==> src/rtl/lt_sequencer_pkg.sv <==
// ============================================================================
// Module   : lt_sequencer_pkg
// Purpose  : Shared box-position encodings, state encodings and widths for
//            the latency-test sequencer.
// Revision : 1.0  initial release
// ============================================================================
`default_nettype none

package lt_sequencer_pkg;

    localparam logic [1:0] LT_POS_NONE        = 2'd0;
    localparam logic [1:0] LT_POS_TOPLEFT     = 2'd1;
    localparam logic [1:0] LT_POS_CENTER      = 2'd2;
    localparam logic [1:0] LT_POS_BOTTOMRIGHT = 2'd3;

    localparam int LT_DEB_W = 8;
    localparam int LT_CNT_W = 24;

    localparam logic [LT_CNT_W-1:0] LT_RESULT_INVALID = 24'hFFFFFF;

    typedef enum logic [2:0] {
        LT_IDLE   = 3'd0,
        LT_DARK   = 3'd1,
        LT_ARM    = 3'd2,
        LT_MEAS   = 3'd3,
        LT_SETTLE = 3'd4
    } lt_state_e;

endpackage

`default_nettype wire

==> src/rtl/lt_sequencer_debounce.sv <==
// ============================================================================
// Module   : lt_sensor_debounce
// Purpose  : Two-flop synchronizer for the photodiode comparator followed by
//            a saturating consecutive-high sample counter.
// Revision : 1.0  initial release
// ============================================================================
`default_nettype none

module lt_sensor_debounce
    import lt_sequencer_pkg::*;
(
    input  logic                clk27,
    input  logic                reset,
    input  logic                sensor_in,
    output logic                sync2,
    output logic [LT_DEB_W-1:0] deb_cnt
);

    localparam logic [LT_DEB_W-1:0] DEB_ONE = LT_DEB_W'(1);

    logic sync1;

    always_ff @(posedge clk27) begin
        if (reset) begin
            sync1   <= 1'b0;
            sync2   <= 1'b0;
            deb_cnt <= '0;
        end else begin
            sync1 <= sensor_in;
            sync2 <= sync1;
            if (!sync2) begin
                deb_cnt <= '0;
            end else if (deb_cnt != '1) begin
                deb_cnt <= deb_cnt + DEB_ONE;
            end
        end
    end

endmodule

`default_nettype wire

==> src/rtl/lt_sequencer.sv <==
// ============================================================================
// Module   : lt_sequencer
// Purpose  : Display-latency measurement sequencer: blanks, waits for dark,
//            flashes a white box on a vsync edge and times the sensor rise.
// Revision : 1.0  initial release
// ============================================================================
`default_nettype none

module lt_sequencer
    import lt_sequencer_pkg::*;
#(
    parameter int unsigned           DEBOUNCE_LEN    = 4,
    parameter logic [LT_CNT_W-1:0]   TIMEOUT_CYC     = 24'd2_700_000,
    parameter int unsigned           DARK_FRAMES_MAX = 8,
    parameter int unsigned           SETTLE_FRAMES   = 2
) (
    input  logic                clk27,
    input  logic                reset,
    input  logic                start,
    input  logic                abort,
    input  logic [1:0]          pos_sel,
    input  logic                vsync_in,
    input  logic                sensor_in,
    output logic                lt_active,
    output logic [1:0]          lt_mode,
    output logic                busy,
    output logic                done,
    output logic [LT_CNT_W-1:0] result,
    output logic                timeout,
    output logic                err_lit
);

    localparam logic [LT_DEB_W-1:0] DEB_TGT      = LT_DEB_W'(DEBOUNCE_LEN);
    localparam logic [7:0]          DARK_TGT     = 8'(DARK_FRAMES_MAX);
    localparam logic [7:0]          SETTLE_TGT   = 8'(SETTLE_FRAMES);
    // Removes synchronizer plus debounce delay so result is raw-edge referenced
    localparam logic [LT_CNT_W-1:0] DEB_ADJ      = LT_CNT_W'(DEBOUNCE_LEN + 1);
    localparam logic [LT_CNT_W-1:0] TIMEOUT_LAST = TIMEOUT_CYC - 24'd1;

    logic                sync2;
    logic [LT_DEB_W-1:0] deb_cnt;
    logic                vs_prev;
    logic                vs_fall;

    lt_state_e           state, state_nxt;
    logic [1:0]          pos_lat, pos_nxt;
    logic [7:0]          dark_cnt, dark_nxt;
    logic [7:0]          settle_cnt, settle_nxt;
    logic [LT_CNT_W-1:0] lat_cnt, lat_nxt;
    logic [1:0]          mode_nxt;
    logic                done_nxt;
    logic [LT_CNT_W-1:0] result_nxt;
    logic                timeout_nxt;
    logic                err_nxt;

    lt_sensor_debounce u_debounce (
        .clk27     (clk27),
        .reset     (reset),
        .sensor_in (sensor_in),
        .sync2     (sync2),
        .deb_cnt   (deb_cnt)
    );

    assign vs_fall = !vsync_in && vs_prev;

    always_comb begin
        state_nxt   = state;
        pos_nxt     = pos_lat;
        dark_nxt    = dark_cnt;
        settle_nxt  = settle_cnt;
        lat_nxt     = lat_cnt;
        mode_nxt    = lt_mode;
        done_nxt    = 1'b0;
        result_nxt  = result;
        timeout_nxt = timeout;
        err_nxt     = err_lit;

        case (state)
            LT_IDLE: begin
                mode_nxt = LT_POS_NONE;
                if (start) begin
                    pos_nxt   = pos_sel;
                    dark_nxt  = 8'd0;
                    state_nxt = LT_DARK;
                end
            end
            LT_DARK: begin
                mode_nxt = LT_POS_NONE;
                if (vs_fall) begin
                    if (!sync2) begin
                        state_nxt = LT_ARM;
                    end else if (dark_cnt + 8'd1 == DARK_TGT) begin
                        err_nxt     = 1'b1;
                        timeout_nxt = 1'b0;
                        result_nxt  = LT_RESULT_INVALID;
                        done_nxt    = 1'b1;
                        settle_nxt  = 8'd0;
                        state_nxt   = LT_SETTLE;
                    end else begin
                        dark_nxt = dark_cnt + 8'd1;
                    end
                end
            end
            LT_ARM: begin
                if (vs_fall) begin
                    mode_nxt  = pos_lat;
                    lat_nxt   = '0;
                    state_nxt = LT_MEAS;
                end
            end
            LT_MEAS: begin
                lat_nxt = lat_cnt + 24'd1;
                if (deb_cnt == DEB_TGT) begin
                    result_nxt  = lat_cnt - DEB_ADJ;
                    timeout_nxt = 1'b0;
                    err_nxt     = 1'b0;
                    done_nxt    = 1'b1;
                    mode_nxt    = LT_POS_NONE;
                    settle_nxt  = 8'd0;
                    state_nxt   = LT_SETTLE;
                end else if (lat_cnt == TIMEOUT_LAST) begin
                    result_nxt  = LT_RESULT_INVALID;
                    timeout_nxt = 1'b1;
                    err_nxt     = 1'b0;
                    done_nxt    = 1'b1;
                    mode_nxt    = LT_POS_NONE;
                    settle_nxt  = 8'd0;
                    state_nxt   = LT_SETTLE;
                end
            end
            LT_SETTLE: begin
                mode_nxt = LT_POS_NONE;
                if (vs_fall) begin
                    if (settle_cnt + 8'd1 >= SETTLE_TGT) begin
                        state_nxt = LT_IDLE;
                    end else begin
                        settle_nxt = settle_cnt + 8'd1;
                    end
                end
            end
            default: begin
                mode_nxt  = LT_POS_NONE;
                state_nxt = LT_IDLE;
            end
        endcase

        // Abort discards the run without touching the reported outcome
        if (abort) begin
            state_nxt   = LT_IDLE;
            mode_nxt    = LT_POS_NONE;
            done_nxt    = 1'b0;
            result_nxt  = result;
            timeout_nxt = timeout;
            err_nxt     = err_lit;
        end
    end

    always_ff @(posedge clk27) begin
        if (reset) begin
            state      <= LT_IDLE;
            vs_prev    <= 1'b0;
            pos_lat    <= LT_POS_NONE;
            dark_cnt   <= 8'd0;
            settle_cnt <= 8'd0;
            lat_cnt    <= '0;
            lt_active  <= 1'b0;
            busy       <= 1'b0;
            lt_mode    <= LT_POS_NONE;
            done       <= 1'b0;
            result     <= '0;
            timeout    <= 1'b0;
            err_lit    <= 1'b0;
        end else begin
            state      <= state_nxt;
            vs_prev    <= vsync_in;
            pos_lat    <= pos_nxt;
            dark_cnt   <= dark_nxt;
            settle_cnt <= settle_nxt;
            lat_cnt    <= lat_nxt;
            lt_active  <= (state_nxt != LT_IDLE);
            busy       <= (state_nxt != LT_IDLE);
            lt_mode    <= mode_nxt;
            done       <= done_nxt;
            result     <= result_nxt;
            timeout    <= timeout_nxt;
            err_lit    <= err_nxt;
        end
    end

endmodule

`default_nettype wire
==> config.mk <==
export PLATFORM = sky130hd
export DESIGN_NAME = lt_sequencer
export DESIGN_NICKNAME = d
export VERILOG_FILES = /design/src/rtl/lt_sequencer_pkg.sv /design/src/rtl/lt_sequencer_debounce.sv /design/src/rtl/lt_sequencer.sv
export SDC_FILE = /design/constraint.sdc
export NUM_CORES = 1
export LEC_CHECK = 0
export BUFFER_PORTS_ARGS = -buffer_cell sky130_fd_sc_hd__buf_2
export CAP_MARGIN = 10
export CORE_MARGIN = 5
export CORE_UTILIZATION = 61
export DETAILED_ROUTE_END_ITERATION = 10
export PLACE_DENSITY = 0.84
export SKIP_LAST_GASP = 1
export SLEW_MARGIN = 20
export SYNTH_ARGS = -nofsm -noshare
export SYNTH_HDL_FRONTEND = slang
export SYNTH_HIERARCHICAL = 1
export SYNTH_SLANG_ARGS = --single-unit
export TNS_END_PERCENT = 10
==> constraint.sdc <==
create_clock -name clk27 -period 5.4 [get_ports clk27]
set_clock_uncertainty 0.15 [all_clocks]
set_input_delay 1.08 -clock clk27 [delete_from_list [all_inputs] [get_ports clk27]]
set_output_delay 1.08 -clock clk27 [all_outputs]
set_load 0.01 [all_outputs]
==> impl_results.md, run 1 <==
- Outcome: completed
- Core area: around 7300 µm²
- Storage cell area: ~1700 µm²
- Synth warn: 6
- Post-DP HPWL: 7098 µm
- H-Tree Depth: 3
- Area fraction of the dominant cell type after synthesis: 37.91%
- Cts hold-fix bufs: 0
- CP required: around 5.5 ns
- DIE AREA: slightly above 9000 µm²
- Ys flop type: dfxtp_1
- Distinct cells, synth: 69
- P per Cell Area: between 200 and 250 nW/µm²
- Post-DRT Antenna Nets: 0
- Max frequency: between 0.3 and 0.4 GHz
- Vias per inst: 6.379
- RSZ-0062 raised after global routing: no
- Setup crit end kind: flop
- Register area share after synthesis: a little under two fifths
- CTS tree: built
- Die H: slightly below 100 µm
- Area grow syn2layout: 7.025%
- Tot Pwr: around 1.2 mW
- Flop-to-flop setup slack: roughly 2.2 ns
- Fillers: between 600 and 700
- Startpoint types: flop
- Largest net degree at the start of global routing: between 40 and 50
- Sink Count: 86
- Worst slew pin tran: between 0.9 and 1 ns
- Setup TNS: 0 ns
- CTS max path bufs: 2
- Vias: 4,089
- Die Wd: just under 100 µm
- Worst setup path class: reg -> reg
- CTS buffer count: 9
- Synth area leaders: dfxtp_1 38%, a21oi_1 5.5%, a311oi_1 5.0%
- Worst IR drop on VDD: 0.1458 mV
- Min Clock Period, post-route: 3.181 ns
- Hold Violations, Final: 0
- Post-cts gate resize count: 0
- Yosys reg bits: 86
- GRT Total Usage: between 20 and 25%
- Global route total overflow: 0
- First-pass GRT wire length: roughly 17,000 µm
- CP arrival: approximately 3.3 ns
- Top Ports: 39
- Worst-path maximum fanout: 27
- Root buf cell: clkbuf_8
- Final period util: about three fifths
- Detailed-route DRC error count: 0
- Antenna violations before repair: 0
- Post-CTS Setup Inserts: 0
- Layout cells sized above 1: 16.97%
- Leak: 1.817 nW
- Ant diodes: 0
- Number of global-route vias before repair: approximately 3,700
- Later-pin clock latency in the skew report: 0.36 ns
- Mean post-synth cell area: between 8 and 9 µm²
- Final count of negative-setup-slack endpoints: 0
- Post-synth EDFFs: 0
- Final nets: between 500 and 600
- DR WL/cell: about 16 µm
- Drt first pass iters: 5
- Cell count of the worst reg-to-reg path: 6
- Rel. slew slack: around 37%
- Number of port buffers: 38
- Place WS: about 2.0 ns
- WHS Path Cells: 1
- Slew Limit Fails: 0
- Placement Rows: 31
- Post-synthesis async set-or-reset flop share: 0%
- Starting Density: 62.62%
- Max_cap viols: 0
- Multi-input gate area: 2580 µm²
- First DRT Iteration DRCs: between 300 and 400
- Routed WL: between 10,000 and 15,000 µm
- Syn_nets: around 540
- Setup WS post-layout: 2.219 ns
- Worst hold path type: reg -> reg
- Yosys top cell by area: dfxtp_1
- GP Congestion: 0.8481
- Synth Instances: between 500 and 600
- Worst-path clk slew: around 0.09 ns
- Mapped Area: ~4500 µm²
[Yosys cell counts (4+ instances only)]
cell type  number
a31oi_1         9
and2_1          8
nor3_1         20
mux2_2          7
ha_1            6
buf_6           4
or3_1          10
clkbuf_1       18
a21oi_1        50
buf_2          15
o21ai_0        24
nor3b_1         4
nand2_1        37
o211ai_1        5
xor2_1          9
dfxtp_1        86
nor4_1         10
or2_2           4
buf_4           5
nor2_1         34
a311oi_1       26
nand2b_1        4
nand4_1        11
and3_1          8
a21o_1          5
nand3_1        19
xnor2_1        18
nor2b_1         8
inv_1           6
[critical path, cell delays in order (launching register included)]
cell      delay (ns)
dfxtp_1         0.57
nor4bb_1        0.35
nand4_1         0.19
o31ai_2         0.51
and3_1          0.86
a21oi_1         0.13
a311oi_1        0.30
[final cells by class]
| class | count | share of cell area (%) |
|---|---|---|
| inverter | 6 | 0.4633 |
| clock buffer | 11 | 3.115 |
| multi-input combinational | 394 | 53.08 |
| tap | 99 | 2.548 |
| timing repair buffer | 40 | 4.221 |
| clock inverter | 5 | 1.158 |
| sequential | 86 | 35.42 |
[flip-flops by register name, indices dropped and copies added, names as in the netlist, 2 cells and up]
register	count
lt_mode	2
lat_cnt	24
dark_cnt	8
state	3
u_debounce/deb_cnt	8
result	24
pos_lat	2
settle_cnt	8
[report_power, final]
group,switching (mW),internal (mW)
Combinational,0.0374,0.0214
Clock,0.232,0.239
Sequential,0.00597,0.643
[routing by layer]
| metal | track usage, % | up-vias | part of all wire, % |
|---|---|---|---|
| met2 | 37.61 | 141 | 48 |
| li1 | - | 1973 | - |
| met1 | 30.63 | 1961 | 44 |
| met4 | 7.944 | 0 | 1.6 |
| met3 | 4.691 | 14 | 6.3 |
| met5 | 0 | - | 0 |
[kinds of logic (layout without fill, tap and decap cells)]
family          count (synthesis)  count (layout)  synth area share [%]
simple gates                  210             210                 26.89
compound gates                142             142                 20.72
flops                          86              86                 37.91
buf+inv                        48              62                 5.454
xor+xnor                       27              27                 5.207
mux                             9               9                 2.176
fa+ha+maj                       6               6                 1.653
[cells in the final DEF (no fill, tap or decap), types with 4 or more instances in the layout]
cell type	n
dfxtp_1	86
a21oi_1	50
buf_2	38
nand2_1	37
nor2_1	34
a311oi_1	26
o21ai_0	24
nor3_1	20
nand3_1	19
xnor2_1	18
nand4_1	11
clkbuf_8	11
nor4_1	10
or3_1	10
xor2_1	9
a31oi_1	9
nor2b_1	8
and3_1	8
and2_1	8
mux2_2	7
inv_1	6
ha_1	6
o211ai_1	5
a21o_1	5
or2_2	4
nor3b_1	4
nand2b_1	4
[final timing paths]
check | to | start
max | result[4] | lat_cnt[12]
min reg2reg | u_debounce/sync2 | u_debounce/sync1
min | u_debounce/sync2 | u_debounce/sync1
max reg2reg | result[4] | lat_cnt[12]
[stage by stage]
stage | util, % | hold WS (ns) | cell area [µm²] | instances
2_1_floorplan | - | 0.2638 | 4542 | 528
3_3_place_gp | 64.05 | 0.2695 | 4646 | 625
3_5_place_dp | 64.05 | 0.3174 | 4646 | 625
4_1_cts | 66.91 | 0.3303 | 4853 | 641
5_1_grt | 67.02 | 0.3338 | 4861 | 641
6_report | 67.02 | 0.3320 | 4861 | 641
No activity file was read; power rests on OpenSTA's default activity.
==> run 2, diff against run 1 <==
--- a/config.mk
+++ b/config.mk
@@ -8,9 +8,9 @@
 export BUFFER_PORTS_ARGS = -buffer_cell sky130_fd_sc_hd__buf_2
 export CAP_MARGIN = 10
 export CORE_MARGIN = 5
-export CORE_UTILIZATION = 61
+export CORE_UTILIZATION = 60
 export DETAILED_ROUTE_END_ITERATION = 10
-export PLACE_DENSITY = 0.84
+export PLACE_DENSITY = 0.83
 export SKIP_LAST_GASP = 1
 export SLEW_MARGIN = 20
 export SYNTH_ARGS = -nofsm -noshare
==> constraint.sdc (replaced) <==
create_clock -name clk27 -period 3.3 [get_ports clk27]
set_clock_uncertainty 0.15 [all_clocks]
set_input_delay 0.66 -clock clk27 [delete_from_list [all_inputs] [get_ports clk27]]
set_output_delay 0.66 -clock clk27 [all_outputs]
set_load 0.01 [all_outputs]
==> run 2 against run 1 <==
Via count decreased by 0.98%. Fmax is 16% higher. Register-to-register slack worse by 1.7 ns. Count of clock-buffer cells in the layout increased by 1. Die area up 1.5%. Clock power up 99%. Global-route usage decreased by 1.2 points. Sequential power grew 63%. First-iteration DRC count is 17% lower. Highest routed layer unchanged.
==> impl_results.md, run 2 (synthesis gave the netlist of run 1 again) <==
- H-Tree Depth: 3 (unchanged)
- CTS tree: built
- Largest net degree at the start of global routing: 42 (+2.4%)
- Core area: 7331 µm² (+1.1%)
- GP Congestion: 0.8827 (+4.1%)
- Comb power frac: 4.7% (-0.3 points)
- Drt first pass iters: 5 (unchanged)
- Area grow syn2layout: 8.926%
- DR WL/cell: 16.11 µm (about the same)
- Fillers: 576 (-7.7%)
- CP required: 3.41 ns (-2.09 ns)
- GRT Total Usage: 21.95% (-1.2 points)
- P per Cell Area: 424.4 nW/µm² (+75%)
- Worst setup path class: reg -> reg
- Most frequent cells in the layout: 86 x dfxtp_1, 50 x a21oi_1, 38 x buf_2
- Max frequency: 0.3638 GHz (+16%)
- Max_cap viols: 0 (unchanged)
- Post-Place Cells: 631 (+0.96%)
- Net Sw Frac: 21.92% (-1.5 points)
- Startpoint types: flop
- Place WS: 0.5995 ns (-1.443 ns)
- RSZ-0062 raised after global routing: no
- CP peak stage delay: 0.51 ns (-0.35 ns)
- Final count of negative-setup-slack endpoints: 0 (unchanged)
- Worst hold margin: 0.3058 ns (-0.02626 ns)
- Psw: 0.4602 mW (+67%)
- Final non-filler cell total: 647 (+0.94%)
- Hold Violations, Final: 0 (unchanged)
- Starting Density: 61.96% (-0.66 points)
- Ant diodes: 0 (unchanged)
- Rel. slew slack: 48.02% (+11 points)
- Final nets: 557 (+1.1%)
- CTS buffer count: 9 (unchanged)
- Detailed-route DRC error count: 0 (unchanged)
- Cell area after placement: 4691 µm² (+0.97%)
- Antenna violations before repair: 0 (unchanged)
- Commonest non-fill, non-tap cell in the layout: dfxtp_1
- Final period util: 83.30% (+24 points)
- Setup TNS: 0 ns (unchanged)
- Root buf cell: clkbuf_8
- Vias: 4,049 (-0.98%)
- Worst IR drop on VDD: 0.2291 mV (+57%)
- Post-cts gate resize count: 0 (unchanged)
- Global route total overflow: 0 (unchanged)
- First DRT Iteration DRCs: 288 (-17%)
- Layout cells sized above 1: 17.70% (+0.73 points)
- CP max-delay cell: dfxtp_1
- Die H: 97.01 µm (+0.74%)
- CTS max path bufs: 2 (unchanged)
- Outcome: completed
- Number of global-route vias before repair: 3,689 (+0.74%)
- First-pass GRT wire length: 17,390 µm (+1.8%)
- Setup WS post-layout: 0.5510 ns (-1.668 ns)
- CP arrival: 2.86 ns (-0.42 ns)
- Sequential power share: 50.6% (-4.4 points)
- Worst slew pin tran: 0.7777 ns (-0.1613 ns)
- Post-DP HPWL: 7071 µm (-0.37%)
- Routed WL: 10,420 µm (+1.0%)
- Vias per inst: 6.258 (-1.9%)
- Setup crit end kind: flop
- Post-CTS Setup Inserts: 0 (unchanged)
- Pint: 1.639 mW (+81%)
- Leak: 1.867 nW (+2.8%)
- Finished Cell Area: 4947 µm² (+1.8%)
- DIE AREA: 9410 µm² (+1.5%)
- Cts hold-fix bufs: 0 (unchanged)
- Worst-path maximum fanout: 27 (unchanged)
- Later-pin clock latency in the skew report: 0.37 ns (about the same)
- Post-DRT Antenna Nets: 0 (unchanged)
- Placement Rows: 31 (unchanged)
- Die Wd: 97.01 µm (+0.74%)
- Clock share of power: 44.7% (+4.7 points)
- Slew Limit Fails: 0 (unchanged)
- Number of port buffers: 38 (unchanged)
- Top Ports: 39 (unchanged)
- Sink Count: 86 (unchanged)
- Worst-path clk slew: 0.09 ns (about the same)
- Regs by FF count: lat_cnt: 24 flops, result: 24 flops
- Worst hold path type: reg -> reg
- Critical-path cell list: nor4bb_1 > nand4_1 > o31ai_2 > and3_1 > buf_4 > a21oi_1 > a311oi_1
- Min Clock Period, post-route: 2.749 ns (-0.4323 ns)
-- run 2: cell types whose count changed in the layout (fill, tap and decap cells not counted) --
cell,change
buf_4,+6
bufinv_16,+2
clkinv_2,-2
clkbuf_1,+1
clkinvlp_4,-1
inv_6,-1
inv_8,+1
o21ai_2,+1
o21ai_4,-1
-- run 2: power by group through the flow --
| stage | Clock (mW) | Combinational [mW] | Sequential [mW] |
|---|---|---|---|
| finish | 0.939 | 0.0981 | 1.06 |
| global route | 0.995 | 0.108 | 1.06 |
| CTS | 0.945 | 0.0983 | 1.06 |
| detailed placement | 0 | 0.0980 | 1.09 |
| global placement | 0 | 0.0949 | 1.09 |
| floorplan | 0 | 0.0618 | 1.09 |
-- run 2: per-stage QoR --
step	power [mW]	utilization (%)
global placement	1.181	63.99
CTS	2.105	67.49
detailed placement	1.184	63.99
floorplan	1.153	-
finish	2.099	67.49
global route	2.168	67.49
-- run 2: final timing paths --
check | startpoint | end | slack (ns) | cells past startpoint
worst max register to register | lat_cnt[21] | result[9] | 0.55 | 7
worst min register to register | u_debounce/sync1 | u_debounce/sync2 | 0.31 | 1
worst min-delay path | u_debounce/sync1 | u_debounce/sync2 | 0.31 | 1
worst max-delay path | lat_cnt[21] | result[9] | 0.55 | 7
-- run 2: worst max-delay path, delay by kind of cell, from the launching register on --
| family | cells | cell delay (ns) |
|---|---|---|
| AO/OA/AOI/OAI | 3 | 0.87 |
| AND/OR/NAND/NOR | 3 | 0.82 |
| flip-flops | 1 | 0.51 |
| buffers and inverters | 1 | 0.29 |
-- run 2: final cells by class --
cell class	instances	area [µm²]	area share, %
Clock inverter	4	101.3	2.049
Multi-Input combinational cell	394	2572	52.00
Clock buffer	12	155.1	3.136
Tap cell	99	123.9	2.504
Timing Repair Buffer	46	250.2	5.058
Inverter	6	22.52	0.4552
Sequential cell	86	1722	34.80
-- run 2: layer usage --
layer	vias up	track usage (%)	wire (µm)	part of all wire, %
li1	1980	-	-	-
met1	1909	28.70	4630	44
met2	138	35.67	4935	47
met3	22	4.388	613	5.9
met4	0	8.315	244	2.3
met5	-	0	0	0
==> run 3, diff against run 2 <==
==> constraint.sdc (replaced) <==
create_clock -name clk27 -period 2.8 [get_ports clk27]
set_clock_uncertainty 0.15 [all_clocks]
set_input_delay 0.56 -clock clk27 [delete_from_list [all_inputs] [get_ports clk27]]
set_output_delay 0.56 -clock clk27 [all_outputs]
set_load 0.01 [all_outputs]
==> run 3 against run 2 <==
Clock power fell by 20%. Register-to-register slack got worse by 0.35 ns. Wire length fell by 1.7%. Non-clock buffer count rose by 9. Setup slack got worse by 0.35 ns. Die area did not move. Combinational power rose by 19%. Power rose by 0.97%. Sequential share of layout area rose by 0.15 points. First-iteration DRC count rose by 26%.
==> impl_results.md, run 3 (synthesis gave the netlist of run 1 again) <==
- Final count of negative-setup-slack endpoints: 0 (unchanged)
- Reg-to-reg critical path startpoint: lat_cnt[4]
- Antenna violations before repair: 0 (unchanged)
- CTS max path bufs: 2 (unchanged)
- Later-pin clock latency in the skew report: 0.35 ns (-0.02 ns)
- Tot Pwr: 2.120 mW (+0.97%)
- Vias: 4,074 (+0.62%)
- RSZ-0062 raised after global routing: no
- GP Congestion: 0.9277 (+5.1%)
- CP arrival: 2.67 ns (-0.19 ns)
- Worst setup path class: reg -> reg
- RR Endpoint: result[17]
- Setup WS post-layout: 0.1992 ns (-0.3518 ns)
- Worst-path clk slew: 0.08 ns (about the same)
- CP bufs+invs: 2 (+1)
- Pint: 1.621 mW (-1.1%)
- Worst slew pin tran: 0.7131 ns (-0.06462 ns)
- Rel. slew slack: 51.94% (+3.9 points)
- Sink Count: 86 (unchanged)
- Worst hold margin: 0.2986 ns (-0.007178 ns)
- Top Ports: 39 (unchanged)
- Cts hold-fix bufs: 0 (unchanged)
- Global route total overflow: 0 (unchanged)
- Leak: 1.870 nW (+0.12%)
- Min Clock Period, post-route: 2.601 ns (-0.1482 ns)
- Sequential power share: 59.1% (+8.5 points)
- Max_cap viols: 0 (unchanged)
- Critical-path cell list: nor4b_1 > nand4_1 > o31ai_2 > buf_4 > nand3_1 > nor2_1 > buf_4 > a311oi_1
- Largest net degree at the start of global routing: 48 (+14%)
- Placement Rows: 31 (unchanged)
- Psw: 0.4991 mW (+8.5%)
- Commonest non-fill, non-tap cell in the layout: dfxtp_1
- Worst IR drop on VDD: 0.3581 mV (+56%)
- Post-CTS Setup Inserts: 0 (unchanged)
- Max frequency: 0.3845 GHz (+5.7%)
- Worst-path maximum fanout: 24 (-11%)
- Setup crit end kind: flop
- DIE AREA: 9410 µm² (unchanged)
- Routed WL: 10,250 µm (-1.7%)
- Layout cells sized above 1: 18.56% (+0.86 points)
- Hold Violations, Final: 0 (unchanged)
- GRT Total Usage: 22.34% (+0.39 points)
- Detailed-route DRC error count: 0 (unchanged)
- Root buf cell: clkbuf_8
- Post-DRT Antenna Nets: 0 (unchanged)
- Critical Path End: result[17]
- Drt first pass iters: 5 (unchanged)
- Clock share of power: 35.4% (-9.3 points)
- CP peak stage delay: 0.63 ns (+0.12 ns)
- First DRT Iteration DRCs: 362 (+26%)
- Startpoint types: flop
- Die Wd: 97.01 µm (unchanged)
- Net Sw Frac: 23.55% (+1.6 points)
- Vias per inst: 6.229 (-0.46%)
- Ant diodes: 0 (unchanged)
- Regs by FF count: lat_cnt: 24 flops, result: 24 flops
- Outcome: completed
- CTS tree: built
- CTS buffer count: 9 (unchanged)
- Post-cts gate resize count: 0 (unchanged)
- Fillers: 605 (+5.0%)
- P per Cell Area: 430.3 nW/µm² (+1.4%)
- Area grow syn2layout: 8.457%
- H-Tree Depth: 3 (unchanged)
- Cell count of the worst reg-to-reg path: 8 (+1)
- Core area: 7331 µm² (unchanged)
- Critical path depth in cells: 8 (+1)
- Setup crit start: lat_cnt[4]
- CP max-delay cell: dfxtp_1
- First-pass GRT wire length: 17,820 µm (+2.5%)
- DR WL/cell: 15.67 µm (-2.7%)
- Final period util: 92.89% (+9.6 points)
- Die H: 97.01 µm (unchanged)
- Number of global-route vias before repair: 3,858 (+4.6%)
- Place WS: 0.2221 ns (-0.3774 ns)
- Flop-to-flop setup slack: 0.20 ns (-0.35 ns)
- Comb power frac: 5.5% (+0.8 points)
- Most frequent cells in the layout: 86 x dfxtp_1, 50 x a21oi_1, 38 x buf_2
- Worst path most repeated cell: buf_4
- Largest delay contributor family on the critical path: simple AND/OR/NAND/NOR gates
- Slew Limit Fails: 0 (unchanged)
- Number of port buffers: 38 (unchanged)
- Worst hold path type: in -> reg
- Core Util, Final: 67.20% (-0.29 points)
- Final nets: 566 (+1.6%)
- Starting Density: 61.96% (unchanged)
- Setup TNS: 0 ns (unchanged)
- CP required: 2.87 ns (-0.54 ns)
- Post-DP HPWL: 7330 µm (+3.7%)
run 3: cell count changes in the layout (fill, tap and decap cells not counted), sizes merged:
cell	delta
buf	+9
bufinv	-3
clkinv	+2
inv	-1
run 3: how the worst min path moves through the flow:
| stage | cells past startpoint | end | slack (ns) | from |
|---|---|---|---|---|
| floorplan | 1 | u_debounce/sync2 | 0.26 | u_debounce/sync1 |
| global placement | 1 | u_debounce/sync2 | 0.27 | u_debounce/sync1 |
| detailed placement | 1 | u_debounce/sync2 | 0.30 | u_debounce/sync1 |
| CTS | 2 | vs_prev | 0.29 | vsync_in |
| global route | 3 | pos_lat[1] | 0.29 | pos_sel[1] |
| finish | 3 | pos_lat[1] | 0.30 | pos_sel[1] |
run 3: area by class of cell:
cell class / count / area, µm² / share of cell area [%]
clock buffers: 12 / 145.1 / 2.946
clock inverters: 2 / 10.01 / 0.2032
inverters: 6 / 22.52 / 0.4572
multi-input cells: 394 / 2572 / 52.22
flip-flops and latches: 86 / 1722 / 34.95
well taps: 99 / 123.9 / 2.515
repair buffers: 55 / 330.3 / 6.706
run 3: worst reg2reg max path, cell delays in order (launching register included):
cell      delay, ns
dfxtp_1        0.63
nor4b_1        0.30
nand4_1        0.21
o31ai_2        0.30
buf_4          0.18
nand3_1        0.10
nor2_1         0.14
buf_4          0.28
a311oi_1       0.17
run 3: metrics by stage:
step	instances	instance area [µm²]
after floorplan	528	4542
after global placement	640	4771
after detailed placement	640	4771
after CTS	654	4926
after global routing	654	4926
final	654	4926
run 3: power groups by stage:
stage,clock network (mW),logic (mW),registers [mW]
after CTS,0.769,0.118,1.25
after detailed placement,0,0.118,1.28
after global routing,0.820,0.130,1.26
after floorplan,0,0.0728,1.29
after global placement,0,0.114,1.28
final,0.751,0.117,1.25
run 3: metal layers:
metal	up-vias	track usage, %	share of wire, %
met4	0	8.855	1.8
li1	1997	-	-
met1	1906	28.47	45
met5	-	0	0
met3	19	4.532	6.0
met2	152	36.94	48
